<file path="src/rtl/i2s_mic_ctrl.sv">
// i2s_mic_ctrl: bus master for a daisy chain of I2S microphones sharing one
// serial data line. Generates bclk_o and a one-period ws_o frame pulse, then
// shifts in NUM_MICS consecutive 32-bit words, tags each with its channel
// index and buffers it in a first-word-fall-through FIFO (valid/ready out).
//
// Handshake: a FIFO entry transfers on a rising clk_i edge where
// sample_valid_o && sample_ready_i; the head holds steady otherwise.
//
// Optional feature: define I2S_MIC_CTRL_FRAME_CNT_EN to add frame_cnt_o, a
// wrapping count of completed capture phases.
module i2s_mic_ctrl #(
    parameter int NUM_MICS   = 2,
    parameter int CLK_DIV    = 4,
    parameter int GAP_BCLKS  = 2,
    parameter int FIFO_DEPTH = 4
) (
    input  logic        clk_i,
    input  logic        rst_i,
    input  logic        en_i,
    input  logic        lsb_first_i,
    input  logic        ovf_clr_i,
    input  logic        sd_i,
    output logic        bclk_o,
    output logic        ws_o,
    output logic [31:0] sample_data_o,
    output logic [2:0]  sample_ch_o,
    output logic        sample_valid_o,
    input  logic        sample_ready_i,
    output logic        overflow_o,
    output logic        busy_o,
    output logic [1:0]  state_dbg
`ifdef I2S_MIC_CTRL_FRAME_CNT_EN
    ,
    output logic [15:0] frame_cnt_o
`endif
);

    localparam logic [1:0] ST_IDLE    = 2'd0;
    localparam logic [1:0] ST_START   = 2'd1;
    localparam logic [1:0] ST_CAPTURE = 2'd2;
    localparam logic [1:0] ST_GAP     = 2'd3;

    localparam int DIV_W = $clog2(CLK_DIV);
    localparam int GAP_W = $clog2(GAP_BCLKS + 1);
    localparam int AW    = $clog2(FIFO_DEPTH);

    localparam logic [DIV_W-1:0] DIV_LAST = DIV_W'(CLK_DIV - 1);
    localparam logic [GAP_W-1:0] GAP_LAST = GAP_W'(GAP_BCLKS - 1);
    localparam logic [2:0]       CH_LAST  = 3'(NUM_MICS - 1);

    logic [1:0]       state;
    logic [DIV_W-1:0] div_cnt;
    logic             fall;
    logic             lsb_q;
    logic [4:0]       bit_cnt;
    logic [2:0]       ch;
    logic [GAP_W-1:0] gap_cnt;
    logic [31:0]      word;
    logic [31:0]      word_next;
    logic             push;
    logic             pop;
    logic             full;
    logic             wr_en;
    logic             drop;
    logic [AW:0]      wr_ptr;
    logic [AW:0]      rd_ptr;
    logic [34:0]      mem [FIFO_DEPTH];

    // A falling bclk edge is the tick on which bclk is currently high.
    assign fall      = (state != ST_IDLE) && (div_cnt == DIV_LAST) && bclk_o;
    assign state_dbg = state;

    // Bit clock divider; parked low with a cleared counter while idle.
    always_ff @(posedge clk_i or posedge rst_i) begin
        if (rst_i) begin
            div_cnt <= '0;
            bclk_o  <= 1'b0;
        end else if (state == ST_IDLE) begin
            div_cnt <= '0;
            bclk_o  <= 1'b0;
        end else if (div_cnt == DIV_LAST) begin
            div_cnt <= '0;
            bclk_o  <= ~bclk_o;
        end else begin
            div_cnt <= div_cnt + 1'b1;
        end
    end

    // Next shift-register value with the current serial bit folded in.
    always_comb begin
        word_next = word;
        if (lsb_q) begin
            word_next = {sd_i, word[31:1]};
        end else begin
            word_next = {word[30:0], sd_i};
        end
    end

    assign push = (state == ST_CAPTURE) && fall && (bit_cnt == 5'd31);

    // Frame sequencer: START (ws pulse), CAPTURE (NUM_MICS words), GAP.
    always_ff @(posedge clk_i or posedge rst_i) begin
        if (rst_i) begin
            state   <= ST_IDLE;
            busy_o  <= 1'b0;
            ws_o    <= 1'b0;
            lsb_q   <= 1'b0;
            bit_cnt <= '0;
            ch      <= '0;
            gap_cnt <= '0;
            word    <= '0;
        end else begin
            case (state)
                ST_IDLE: begin
                    if (en_i) begin
                        lsb_q  <= lsb_first_i;
                        state  <= ST_START;
                        busy_o <= 1'b1;
                    end
                end
                ST_START: begin
                    // From IDLE the first fall raises ws; a fall with ws
                    // already high (also the GAP entry case) ends the pulse.
                    if (fall) begin
                        if (!ws_o) begin
                            ws_o <= 1'b1;
                        end else begin
                            ws_o    <= 1'b0;
                            state   <= ST_CAPTURE;
                            bit_cnt <= '0;
                            ch      <= '0;
                        end
                    end
                end
                ST_CAPTURE: begin
                    if (fall) begin
                        word <= word_next;
                        if (bit_cnt == 5'd31) begin
                            bit_cnt <= '0;
                            if (ch == CH_LAST) begin
                                state   <= ST_GAP;
                                gap_cnt <= '0;
                            end else begin
                                ch <= ch + 1'b1;
                            end
                        end else begin
                            bit_cnt <= bit_cnt + 1'b1;
                        end
                    end
                end
                default: begin
                    if (fall) begin
                        if (gap_cnt == GAP_LAST) begin
                            if (en_i) begin
                                lsb_q <= lsb_first_i;
                                ws_o  <= 1'b1;
                                state <= ST_START;
                            end else begin
                                state  <= ST_IDLE;
                                busy_o <= 1'b0;
                            end
                        end else begin
                            gap_cnt <= gap_cnt + 1'b1;
                        end
                    end
                end
            endcase
        end
    end

    assign pop   = sample_valid_o && sample_ready_i;
    assign full  = (wr_ptr[AW] != rd_ptr[AW]) && (wr_ptr[AW-1:0] == rd_ptr[AW-1:0]);
    assign wr_en = push && (!full || pop);
    assign drop  = push && full && !pop;

    assign sample_valid_o               = (wr_ptr != rd_ptr);
    assign {sample_ch_o, sample_data_o} = mem[rd_ptr[AW-1:0]];

    // Output FIFO storage and pointers; a push into a full FIFO that is
    // popping in the same cycle reuses the slot the head just vacated.
    always_ff @(posedge clk_i or posedge rst_i) begin
        if (rst_i) begin
            wr_ptr <= '0;
            rd_ptr <= '0;
            for (int i = 0; i < FIFO_DEPTH; i++) begin
                mem[i] <= '0;
            end
        end else begin
            if (wr_en) begin
                mem[wr_ptr[AW-1:0]] <= {ch, word_next};
                wr_ptr              <= wr_ptr + 1'b1;
            end
            if (pop) begin
                rd_ptr <= rd_ptr + 1'b1;
            end
        end
    end

    // Sticky drop flag; a drop in the same cycle as a clear keeps it set.
    always_ff @(posedge clk_i or posedge rst_i) begin
        if (rst_i) begin
            overflow_o <= 1'b0;
        end else if (drop) begin
            overflow_o <= 1'b1;
        end else if (ovf_clr_i) begin
            overflow_o <= 1'b0;
        end
    end

`ifdef I2S_MIC_CTRL_FRAME_CNT_EN
    // Completed capture phases, counted as CAPTURE hands over to GAP.
    always_ff @(posedge clk_i or posedge rst_i) begin
        if (rst_i) begin
            frame_cnt_o <= '0;
        end else if (push && (ch == CH_LAST)) begin
            frame_cnt_o <= frame_cnt_o + 1'b1;
        end
    end
`endif

endmodule

</file>
<file path="config.mk">
export PLATFORM = sky130hd
export DESIGN_NAME = i2s_mic_ctrl
export DESIGN_NICKNAME = d
export VERILOG_FILES = /design/src/rtl/i2s_mic_ctrl.sv
export SDC_FILE = /design/constraint.sdc
export NUM_CORES = 1
export LEC_CHECK = 0
export ABC_AREA = 1
export ABC_CLOCK_PERIOD_IN_PS = 7600
export BUFFER_PORTS_ARGS = -buffer_cell sky130_fd_sc_hd__buf_2
export CORE_MARGIN = 1.5
export CORE_UTILIZATION = 55
export CTS_CLUSTER_DIAMETER = 60
export CTS_CLUSTER_SIZE = 10
export DETAILED_ROUTE_END_ITERATION = 7
export GPL_ROUTABILITY_DRIVEN = 0
export PLACE_DENSITY = 0.7
export SYNTH_ARGS = -nofsm -noshare
export SYNTH_HDL_FRONTEND = slang
export SYNTH_SLANG_ARGS = --single-unit
</file>
<file path="constraint.sdc">
create_clock -name clk_i -period 7.6 [get_ports clk_i]
set_input_delay 1.52 -clock clk_i [delete_from_list [all_inputs] [get_ports clk_i]]
set_output_delay 1.52 -clock clk_i [all_outputs]
set_load 0.01 [all_outputs]
</file>
---- After elaboration in Yosys (flattened, before gate mapping) ----
Cells that the tools add are included.
word-level totals
  bits of input ports ..................... 7
  memory bits (writable) .................. 0
  word-level logic and storage cells ...... 138
  flip-flop bits (word level) ............. 197
  memories kept ........................... 0
  output and inout port bits .............. 42
  latch bits .............................. 0
  bits in read-only memories .............. 0
cells by class
  shifts and indexed selects .............. 0
  $add $sub $neg .......................... 6
  reduce and logical (&&, ||, !) cells .... 34
  eq/ne operators ......................... 18
  magnitude comparators ................... 3
  divide/modulo/power cells ............... 0
  multiply operators ...................... 0
  bitwise operators ....................... 6
  mux-type cells .......................... 54
operator list
  kind                   count
  $bwmux W140            1
  $mux W35               3
  $bmux W35 S2           1
  $demux W35 S2          1
  $mux W32               1
  $mux W2                15
  $mux W5                4
  $mux W1                16
  $reduce_bool A2 Y1     8
  $mux W3                5
  $ne A2 B2 Y1 const B   6
  $logic_and A1 B1 Y1    10
  $pmux W5 S2            1
  $reduce_and A5 Y1      2
  $add A3 B1 Y3 const B  3
  $reduce_and A4 Y1      2
  $reduce_and A8 Y1      1
  $ge A3 B3 Y1 const B   2
  $ne A2 B1 Y1 const B   3
  $not A2 Y3             2
  $pmux W1 S2            3
  $pmux W2 S3            1
  $pmux W3 S2            1
  $reduce_and A6 Y1      1
  19 further kinds       28

---- Depth between registers and ports, before layout ----
  depth after elaboration ................. 8
  depth in mapped cells ................... 11
  depth with buffers taken out ............ 11

---- Worst setup path before layout ----
Ideal clock, no wire load.
  path kind ............................... register -> output
  from .................................... register rd_ptr[0]
  to ...................................... output port sample_data_o[10]
  cell stages (with the launch flop) ...... 6
  required time ........................... 6.080 ns
  path buffers ............................ 2
  arrival ................................. 1.173 ns
  slack ................................... 4.907 ns
  cells stage by stage .................... dfrtp_1 -> buf_4 -> inv_4 -> clkbuf_1 -> nor2_1 -> o22ai_1
on the way
  cells in the longest elaborated chain, start to end .. 4
ends and longest elaborated chain
  item                                          line  source
  from (decl)                                   66    logic [AW:0] rd_ptr;
  from (signal assigned)                        194   rd_ptr <= rd_ptr + 1'b1;
  $not A2 Y3 (implied by the code)              177   assign {sample_ch_o, sample_data_o} = mem[rd_ptr[AW-1:0]];
  $bmux W35 S2                                  177
  $mux W35 (implied by the code) (2 in series)  177
  to (decl)                                     25    output logic [31:0] sample_data_o,
Every way passes these cells. The select of a mux whose other input is x is not followed.

---- Worst setup path after layout ----
  from .................................... register rd_ptr[0]
  to ...................................... output port sample_valid_o
on the way
  cells in the longest elaborated chain, start to end .. 1
ends and longest elaborated chain
  item          line  source
  $ne A3 B3 Y1  176   assign sample_valid_o = (wr_ptr != rd_ptr);
  to (decl)     27    output logic sample_valid_o,
Every way passes these cells.

==> out/results.tsv <==
stage	metric	value	unit
worst_setup_path	r2r setup slk	4050	ps
placement	Buffers on Ports	48	
synthesis	Post-Synth XOR/XNOR Area	0.0889	%
worst_setup_path	Critical R2R Launch	rd_ptr[0]$_DFFE_PP0P_	
cts	H-tree depth	4	
synthesis	Mapped Cells	1217	
routing	Detail Route Antenna Nets	0	
cts	Clock Tree Buf Depth	2	
cts	postcts setup bufs	0	
synthesis	syn_area_per_cell	8.10	sq um
cells_and_area	commonest non-fill, non-tap cell in the layout	nand2_1	
cts	Sinks on Clock Net	197	
cts	CTS tree	yes	
timing	Slew headroom	31.4	%
cts	Root Driver	clkbuf_16	
synthesis	Synth top area share	50.0	%
cells_and_area	layout cells sized above 1	9.91	%
floorplanning	io pins	49	
synthesis	Yosys warning count	0	
cts	CTS Buf Count	17	
worst_setup_path	slowest cell on the critical path	buf_4	
grt	initial antenna violation count	0	
timing	Final Max Tran Viols	0	
pwr	Clock Power Share	39.7	%
pwr	peak supply drop	0.000198	V
cts	CTS Hold Bufs	0	
grt	overall routing resource usage	26.4	%
run_status	outcome	complete, no violations	
worst_setup_path	CP Launch Type	flop	
placement	Cells after DPL	1404	
routing	Post-route DRC	0	
synthesis	post-synthesis register bit count	197	
cells_and_area	nets	1220	
floorplanning	DIE AREA	18700	sq um
grt	total grt overflow	0	
worst_setup_path	Critical Path, Cell by Cell	buf_4 > inv_4 > nand2_1 > nand2_1 > nor2_4 > nand2_1 > buf_2	
synthesis	post-synthesis adder-cell area fraction	1.90	%
pwr	overall power	2270	uW
timing	hold_ws	436	ps
timing	Worst Max-Slew Pin Slew	1030	ps
grt	vias in the first global route	7815	
routing	Via Count	8348	
worst_setup_path	CP delay by family, top	buffers and inverters	
cells_and_area	Non-Filler Instances	1436	
floorplanning	initial core utilization	56.6	%
worst_setup_path	worst setup path startpoint	rd_ptr[0]$_DFFE_PP0P_	
routing	Vias/cell	5.81	
routing	Initial DRT Pass Iterations	5	
synthesis	Synth area leaders	dfrtp_1, nand2_1, nand4_1	
synthesis	post-synthesis cell type count	30	
grt	first-pass GRT wire length	39.0	mm
worst_setup_path	Critical Path Sink	sample_valid_o	
synthesis	syn nets	1239	
synthesis	main combinational cell family by area after synthesis	simple AND/OR/NAND/NOR gates	
floorplanning	Die Ht	137	microns
synthesis	Post-synth top flop	dfrtp_1	
worst_setup_path	R2R depth	9	
pwr	Sw Share	27.0	%
placement	DPL Wire Length	12.7	mm
timing	RSZ-0062 raised after global routing	false	
synthesis	number of synthesized flops with an enable pin	0	
grt	largest net degree at the start of global routing	141	
synthesis	multiplexer area fraction after synthesis	0	%
worst_setup_path	CP max FO	74	
pwr	P_sw	613	uW
worst_setup_path	Max stage delay on crit path	610	ps
cells_and_area	Finished Cell Area	10500	sq um
placement	placed instance area	9940	sq um
worst_setup_path	CP dominant cell by count	nand2_1	
worst_setup_path	RR Endpoint	mem[133]$_DFFE_PP0P_	
cts	CTS clk-pin slew, worst paths	70	ps
job	maxcap violations	0	
cts	Clock Latency Late Sink	430	ps
timing	Final Hold Fails	0	
timing	setup TNS	0	ps
timing	min cycle time layout	4060	ps
floorplanning	Die W	137	microns
synthesis	area leader, netlist	dfrtp_1	
floorplanning	row count	48	
cts	Post-CTS Resized	0	
pwr	PD cells	216	nW/um^2
worst_setup_path	WP depth	7	
cells_and_area	number of fill cells	1614	
worst_setup_path	Arr. time, crit path	2540	ps
pwr	Reg power frac	50.5	%
synthesis	Async SR Flop Fraction	100	%
timing	Final setup viols	0	
synthesis	sequential share of the synthesized area	50.0	%
cells_and_area	n_diodes	0	
pwr	Leak	0.00546	uW
timing	Max Clk Rate	246	MHz
floorplanning	Placeable Area	17400	sq um
timing	Worst Skew	8.93	ps
worst_setup_path	crit path capture type	output port	
routing	Initial DRC Count	780	
pwr	P_int	1660	uW
cells_and_area	register area	4930	sq um
routing	wire per inst	16.3	microns
worst_setup_path	Crit path buffers/inverters	3	
synthesis	compound-cell area share of the yosys netlist	10.2	%
synthesis	mapped cell area	9860	sq um
worst_setup_path	Worst EP required	6080	ps
hold_path	worst min path class	reg2reg	
worst_setup_path	WS Path Type	reg2out	
cells_and_area	area taken by multi-input logic gates	4170	sq um
pwr	Logic pwr share	9.8	%
routing	Routed WL	23.5	mm
cells_and_area	Layout Area Growth over Synthesis	6.74	%
cells_and_area	most frequent cells in the layout	nand2_1, dfrtp_1, o21ai_0	
synthesis	Post-Synth Simple-Gate Area	30.1	%
timing	post-route clock period utilization	53.5	%
-- cells in the mapped netlist, types with 4 or more instances --
| master | number |
|---|---|
| nand2_2 | 11 |
| clkbuf_1 | 43 |
| a21oi_1 | 6 |
| buf_4 | 4 |
| dfrtp_1 | 197 |
| or2_2 | 4 |
| buf_6 | 13 |
| inv_1 | 57 |
| nand3_1 | 19 |
| nand2_1 | 389 |
| o22ai_1 | 35 |
| buf_2 | 34 |
| o21ai_0 | 147 |
| nor2_1 | 80 |
| ha_1 | 15 |
| nand4_1 | 143 |
-- cell type report --
cell class	instances	area share, %
Clock buffer	21	4.38
Clock inverter	11	1.18
Inverter	61	2.27
Multi-Input combinational cell	863	39.6
Sequential cell	197	46.9
Tap cell	225	2.68
Timing Repair Buffer	58	3.00
-- flip-flops by register name, summed over array words and instances (netlist names) --
signal	count
lsb_q	1
bit_cnt	5
word	32
mem	140
ch	3
overflow_o	1
busy_o	1
wr_ptr	3
rd_ptr	3
div_cnt	2
bclk_o	1
state_dbg	2
ws_o	1
gap_cnt	2
-- through the flow --
stage / setup WS [ps] / utilization, %
2_1_floorplan: 711 / -
3_3_place_gp: 4050 / 57.0
3_5_place_dp: 4020 / 57.0
4_1_cts: 3540 / 60.4
5_1_grt: 3360 / 60.4
6_report: 3540 / 60.4
-- power groups by stage --
| stage | logic [uW] | registers (uW) | clock network, uW |
|---|---|---|---|
| finish | 222 | 1140 | 902 |
| global route | 258 | 1150 | 953 |
| CTS | 225 | 1150 | 916 |
| detailed placement | 223 | 1170 | 0 |
| global placement | 220 | 1160 | 0 |
| floorplan | 202 | 1130 | 0 |
-- worst min-delay path by stage --
stage / from / end / slack [ps] / depth (start not counted)
final: div_cnt[0]$_DFF_PP0_ / div_cnt[0]$_DFF_PP0_ / 440 / 1
after global routing: div_cnt[0]$_DFF_PP0_ / div_cnt[0]$_DFF_PP0_ / 460 / 1
after CTS: div_cnt[0]$_DFF_PP0_ / div_cnt[0]$_DFF_PP0_ / 440 / 1
after detailed placement: div_cnt[0]$_DFF_PP0_ / div_cnt[0]$_DFF_PP0_ / 430 / 1
after global placement: div_cnt[0]$_DFF_PP0_ / div_cnt[0]$_DFF_PP0_ / 420 / 1
after floorplan: div_cnt[0]$_DFF_PP0_ / div_cnt[0]$_DFF_PP0_ / 410 / 1
-- worst register-to-register path: cells and delay by family, from the launching register on --
kind	cells	cell delay, ps
buffers and inverters	2	1010
AND/OR/NAND/NOR	7	2050
flip-flops	1	390
-- per-layer routing --
| layer | wire length (microns) | global-route usage, % |
|---|---|---|
| met1 | 10700 | 36.7 |
| met2 | 11100 | 42.9 |
| met3 | 1200 | 3.67 |
| met4 | 425 | 9.12 |
| met5 | 0 | 0 |
-- kinds of logic after synthesis --
kind of cell / Yosys count
XOR/XNOR: 1
AO/OA/AOI/OAI: 191
AND/OR/NAND/NOR: 656
adder cells (fa/ha/maj): 15
flip-flops: 197
buffers and inverters: 157
No activity file was read; power rests on OpenSTA's default activity.
